File: src/rtl/cpu_pkg.sv
// Encodings shared between the CPU control unit and the data-memory responder.
// Holds the responder state codes, load/store opcodes and the wait-counter width.
package cpu_pkg;

  typedef enum logic [1:0] {
    ST_IDLE = 2'b00,
    ST_WAIT = 2'b01,
    ST_DONE = 2'b10
  } state_t;

  localparam logic [5:0] OP_SW = 6'b110000;
  localparam logic [5:0] OP_LW = 6'b110001;

  localparam int CNT_W = 4;

endpackage

File: src/rtl/dm_byte_ram.sv
// Byte-addressed RAM with a word-aligned 32-bit big-endian port.
// The write is synchronous and the read data is registered; only the read register is reset.
module dm_byte_ram #(
  parameter int ADDR_W = 8
) (
  input  logic              clk,
  input  logic              rst,
  input  logic              we,
  input  logic              re,
  input  logic [ADDR_W-3:0] word,
  input  logic [31:0]       wdata,
  output logic [31:0]       rdata
);

  logic [7:0] mem [2**ADDR_W];

  // Most significant byte lives at the lowest address.
  always_ff @(posedge clk) begin
    if (we) begin
      mem[{word, 2'b00}] <= wdata[31:24];
      mem[{word, 2'b01}] <= wdata[23:16];
      mem[{word, 2'b10}] <= wdata[15:8];
      mem[{word, 2'b11}] <= wdata[7:0];
    end
  end

  always_ff @(posedge clk or negedge rst) begin
    if (!rst) begin
      rdata <= '0;
    end else if (re) begin
      rdata <= {mem[{word, 2'b00}], mem[{word, 2'b01}],
                mem[{word, 2'b10}], mem[{word, 2'b11}]};
    end
  end

endmodule

File: src/rtl/data_mem_responder.sv
// Multi-cycle data-memory responder: accepts a one-cycle req, waits WAIT_CYCLES,
// then completes the load/store with a single ready pulse (plus err when rejected).
module data_mem_responder
  import cpu_pkg::*;
#(
  parameter int ADDR_W      = 8,
  parameter int WAIT_CYCLES = 2
) (
  input  logic        clk,
  input  logic        rst,
  input  logic        req,
  input  logic        mRD,
  input  logic        mWR,
  input  logic [31:0] addr,
  input  logic [31:0] wdata,
  output logic [31:0] rdata,
  output logic        busy,
  output logic        ready,
  output logic        err
);

  state_t            state, state_nx;
  logic [CNT_W-1:0]  cnt;
  logic              accept;
  logic              rd_q, wr_q, bad_q;
  logic [ADDR_W-3:0] word_q;
  logic [31:0]       wdata_q;
  logic              sel_rd, sel_wr, sel_bad;
  logic [ADDR_W-3:0] sel_word;
  logic [31:0]       sel_wdata;
  logic              go_done, ram_we, ram_re;

  function automatic logic req_rejected(input logic rd, input logic wr, input logic [31:0] a);
    return (rd == wr) || (a[1:0] != 2'b00) || ((a >> ADDR_W) != 32'd0);
  endfunction

  assign accept = (state == ST_IDLE) && req;

  always_ff @(posedge clk or negedge rst) begin
    if (!rst) begin
      state <= ST_IDLE;
      cnt   <= '0;
    end else begin
      state <= state_nx;
      if (accept)
        cnt <= CNT_W'(WAIT_CYCLES);
      else if (state == ST_WAIT)
        cnt <= cnt - 1'b1;
    end
  end

  always_comb begin
    state_nx = state;
    case (state)
      ST_IDLE: if (req) state_nx = (WAIT_CYCLES == 0) ? ST_DONE : ST_WAIT;
      ST_WAIT: if (cnt <= CNT_W'(1)) state_nx = ST_DONE;
      ST_DONE: state_nx = ST_IDLE;
      default: state_nx = ST_IDLE;
    endcase
  end

  // Request fields are captured once; later changes on the inputs are ignored.
  always_ff @(posedge clk) begin
    if (accept) begin
      rd_q    <= mRD;
      wr_q    <= mWR;
      bad_q   <= req_rejected(mRD, mWR, addr);
      word_q  <= addr[ADDR_W-1:2];
      wdata_q <= wdata;
    end
  end

  // With zero wait states DONE is entered straight from IDLE, so the live inputs
  // must drive the access instead of the not-yet-captured copies.
  always_comb begin
    if (state == ST_IDLE) begin
      sel_rd    = mRD;
      sel_wr    = mWR;
      sel_bad   = req_rejected(mRD, mWR, addr);
      sel_word  = addr[ADDR_W-1:2];
      sel_wdata = wdata;
    end else begin
      sel_rd    = rd_q;
      sel_wr    = wr_q;
      sel_bad   = bad_q;
      sel_word  = word_q;
      sel_wdata = wdata_q;
    end
  end

  // The access is clocked on the edge entering DONE so read data appears with ready
  // and a reset during WAIT leaves the RAM untouched.
  assign go_done = (state_nx == ST_DONE) && (state != ST_DONE);
  assign ram_we  = go_done && sel_wr && !sel_bad;
  assign ram_re  = go_done && sel_rd && !sel_bad;

  dm_byte_ram #(
    .ADDR_W(ADDR_W)
  ) u_ram (
    .clk  (clk),
    .rst  (rst),
    .we   (ram_we),
    .re   (ram_re),
    .word (sel_word),
    .wdata(sel_wdata),
    .rdata(rdata)
  );

  assign busy  = (state != ST_IDLE);
  assign ready = (state == ST_DONE);
  assign err   = ready && bad_q;

endmodule

File: config.mk
export PLATFORM = sky130hd
export DESIGN_NAME = data_mem_responder
export DESIGN_NICKNAME = d
export VERILOG_FILES = /design/src/rtl/cpu_pkg.sv /design/src/rtl/dm_byte_ram.sv /design/src/rtl/data_mem_responder.sv
export SDC_FILE = /design/constraint.sdc
export NUM_CORES = 2
export LEC_CHECK = 0
export CAP_MARGIN = 10
export CORE_ASPECT_RATIO = 1.25
export CORE_MARGIN = 2
export CORE_UTILIZATION = 40
export CTS_BUF_LIST = sky130_fd_sc_hd__clkbuf_8 sky130_fd_sc_hd__clkbuf_16
export DETAILED_ROUTE_END_ITERATION = 8
export PLACE_DENSITY = 0.57
export SLEW_MARGIN = 10
export SYNTH_ARGS = -nofsm -noshare
export SYNTH_HDL_FRONTEND = slang
export SYNTH_SLANG_ARGS = --single-unit
File: constraint.sdc
create_clock -name clk -period 6.21 [get_ports clk]
set_clock_uncertainty 0.15 [all_clocks]
set_input_delay 0.621 -clock clk [delete_from_list [all_inputs] [get_ports clk]]
set_output_delay 0.621 -clock clk [all_outputs]
set_load 0.02 [all_outputs]
==> summary.txt <==
Status
  – Status: finished, final reports clean

Drt
  – Via-per-instance ratio: 6.20
  – DRT Pass-1 Iters: 6
  – Drt total wl: around 280,000 um
  – Drt drc: 0
  – WL/cell: roughly 35 um
  – Vias: 50,000
  – DRT antenna net count: 0
  – Initial DRC count: 7,855

Floorplanning
  – I/O Pins: 104
  – Starting Density: 0.401
  – Core ar.: 0.205 mm^2
  – Die area: ~0.21 mm^2
  – Core Rows: around 190
  – Die Y: 511 um
  – Die width: between 400 and 500 um

Global route
  – Global-route wire length before repair: 385,000 um
  – Antenna violations before repair: 12
  – Grt ovf: 0
  – Number of global-route vias before repair: 48,200
  – GR Util All Layers: 0.262
  – Largest net degree at the start of global routing: 114

STA
  – Worst rel slew slack: 0.150
  – Final period utilization: 0.761
  – Final TNS setup: 0 ns
  – Least-Margin Pin Slew: 1.26 ns
  – Setup violators final: 0
  – Slew Limit Fails: 0
  – Minimum clock period: 4.73 ns
  – Max Freq: ~210 MHz
  – Final Hold Vio Count: 0
  – RSZ-0062 raised after global routing: no

Finish
  – Layout cell share with drive strength beyond 1: 0.147
  – Seq. cell area: 0.0637 mm^2
  – Fillers: 17,500
  – Multi-input gate area in the final layout: 0.0179 mm^2
  – Layout area overhead: 15.7%
  – Layout Utilization: 0.464
  – Nets: 5,241
  – Fin area: 0.0950 mm^2

Clock network
  – CTS clk-pin slew, worst paths: 0.07 ns
  – CTS tree: yes
  – CTS max path bufs: 3
  – H-tree Lvls: 4
  – Clock sinks: 2,127
  – CTS buffer count: approximately 200
  – Post-CTS Resized: 0
  – Root Buffer: clkbuf_16
  – Number of setup buffers added after CTS: 0
  – Skew-Pair Late Insertion Delay: 0.87 ns

Critical path
  – Critical path endpoint category: register
  – Worst Path Arrival: 5.30 ns
  – CP startpoint kind: register
  – Setup CP Type: register to register
  – Largest fanout on the critical path: 27
  – Worst EP required: 6.78 ns

Power
  – Tot Pwr: 43.1 mW
  – Max rail drop VDD: 326 uV
  – LEAKAGE: 31.0 nW
  – Power density over the cells: 453 mW/mm^2

Yosys
  – Syn Nets: approximately 5,000
  – Mapped Area: roughly 0.082 mm^2
  – FFs w/ async S/R, synth: 0.0179
  – Synth Warn #: 0
  – Seq/Total Area, Yosys: 0.775
  – Cell taking the most area after synthesis: edfxtp_1
  – Ys flop type: edfxtp_1
  – Mean Syn Cell Area: 16.8 um^2
  – Top cells by area, synth: edfxtp_1, mux2i_1, o22ai_1, o21ai_0, a21oi_1
  – #FFs+latches synth: 2,127
  – Gate Count Post-Synth: just under 5,000
  – Synth cell types: 76
  – Top cell type's share of synthesized area: 0.763
  – Post-synth EDFFs: about 2,100

Worst hold path
  – Hold Crit Class: input port to register

Place
  – Placed inst area: between 0.08 and 0.09 mm^2
  – Detailed placement HPWL: 163,000 um
  – I/O Buffers: roughly 100
  – Placer Congestion: 0.870

Run
  – Max Cap Viol: 0
## where the power goes
| part | total, mW | switching [mW] | internal [mW] |
|---|---|---|---|
| Sequential | 18.5 | 0.255 | 18.2 |
| Combinational | 12.9 | 9.23 | 3.68 |
| Clock | 11.7 | 5.42 | 6.24 |
| Total | 43.1 | 14.9 | 28.2 |
## state kept, by name (all words and copies together) (netlist names)
name / count
u_ram.mem: 2048
u_ram.rdata: 32
wdata_q: 32
word_q: 6
cnt: 4
state: 2
bad_q: 1
rd_q: 1
wr_q: 1
## cells by family (layout without fill, tap and decap cells)
kind of cell | after synthesis | count (layout) | share of synthesized area
and+or+nand+nor | 651 | 651 | 0.0364
DFF | 2127 | 2127 | 0.775
muxes | 628 | 628 | 0.0782
other | 0 | 8 | 0
buffers and inverters | 318 | 762 | 0.0173
xor gates and xnor gates | 1 | 1 | 0.000107
AOI/OAI and AO/OA | 1168 | 1168 | 0.0927
adders and majority gates | 2 | 2 | 0.000305
## worst paths after layout
kind | start | endpoint | slack, ns | cells past startpoint
max | state[0] | u_ram.rdata[18] | 1.48 | 11
min | wdata[5] | wdata_q[5] | 0.20 | 1
max reg2reg | state[0] | u_ram.rdata[18] | 1.48 | 11
min reg2reg | cnt[3] | state[1] | 0.40 | 1
max in group asynchronous | rst | u_ram.rdata[11] | 4.78 | 3
min in group asynchronous | rst | cnt[3] | 0.38 | 3
## cell usage after synthesis (all sizes together), types with 3 or more instances
| cell type | count |
|---|---|
| a2111oi | 41 |
| a21oi | 225 |
| a221oi | 30 |
| a222oi | 63 |
| a22o | 40 |
| a22oi | 74 |
| a31oi | 39 |
| and2 | 5 |
| and3 | 4 |
| and4 | 8 |
| buf | 156 |
| clkbuf | 158 |
| dfrtp | 38 |
| edfxtp | 2089 |
| inv | 4 |
| mux2 | 100 |
| mux2i | 527 |
| nand2 | 263 |
| nand2b | 13 |
| nand3 | 139 |
| nand4 | 15 |
| nor2 | 132 |
| nor2b | 4 |
| nor3 | 14 |
| nor3b | 5 |
| nor4 | 27 |
| nor4b | 3 |
| o2111a | 4 |
| o211ai | 12 |
| o21a | 54 |
| o21ai | 254 |
| o221ai | 5 |
| o22a | 15 |
| o22ai | 268 |
| o31a | 9 |
| o32a | 4 |
| o41ai | 9 |
| or4 | 3 |
| or4bb | 4 |
## per-layer routing
| layer | global-route usage | part of all wire |
|---|---|---|
| met4 | 0.135 | 0.057 |
| met1 | 0.341 | 0.37 |
| met2 | 0.423 | 0.47 |
| met3 | 0.0450 | 0.096 |
| met5 | 0 | 0 |
## worst max-delay path: stages, from the launching register on
cell	delay [ns]
dfrtp_1	0.56
buf_4	0.35
nor2_4	0.07
inv_2	0.22
mux2i_4	0.59
buf_4	0.36
buf_4	0.47
a21oi_1	0.07
a2111oi_0	0.57
o22ai_1	0.25
nor4_2	0.71
a21oi_1	0.17
## final cells by class
cell class / instances / area share
Clock inverter: 157 / 0.0102
Sequential cell: 2127 / 0.670
Timing Repair Buffer: 386 / 0.0400
Inverter: 4 / 0.000158
Tap cell: 2726 / 0.0359
Multi-Input combinational cell: 2450 / 0.189
Antenna cell: 8 / 0.000211
Clock buffer: 215 / 0.0551
## cells in the final DEF (no fill, tap or decap), types with 12 or more instances in the layout
cell type	count
a22oi_1	74
nor3_1	14
nand3_1	139
mux2i_1	523
o21a_1	53
nor2_1	61
o21ai_0	252
o22a_1	15
nand2b_1	13
nor4_1	26
a222oi_1	63
nand2_2	33
nand4_1	15
clkinv_1	44
o211ai_1	12
clkdlybuf4s50_1	102
nand2_1	227
a31oi_1	39
mux2_2	96
dfrtp_1	38
edfxtp_1	2089
buf_12	51
nor2_4	69
o22ai_1	260
a21oi_1	225
buf_4	229
a221oi_1	30
a2111oi_0	38
clkinv_2	34
clkbuf_16	202
a22o_1	40
clkbuf_8	13
inv_1	63
## per-stage QoR
stage	hold slack [ns]	setup slack [ns]	cells
after global routing	0.171	1.38	8069
after global placement	0.374	0.652	7690
after floorplan	0.175	2.13	4895
after detailed placement	0.385	0.905	7692
final	0.199	1.48	8073
after CTS	0.139	1.55	8065
## repair_timing
action,in CTS,in global routing
hold buffers,1,0
endpoints found under the hold margin,38,0
setup endpoints to repair,0,0
Note: power is estimated with default switching activity, not from simulation.
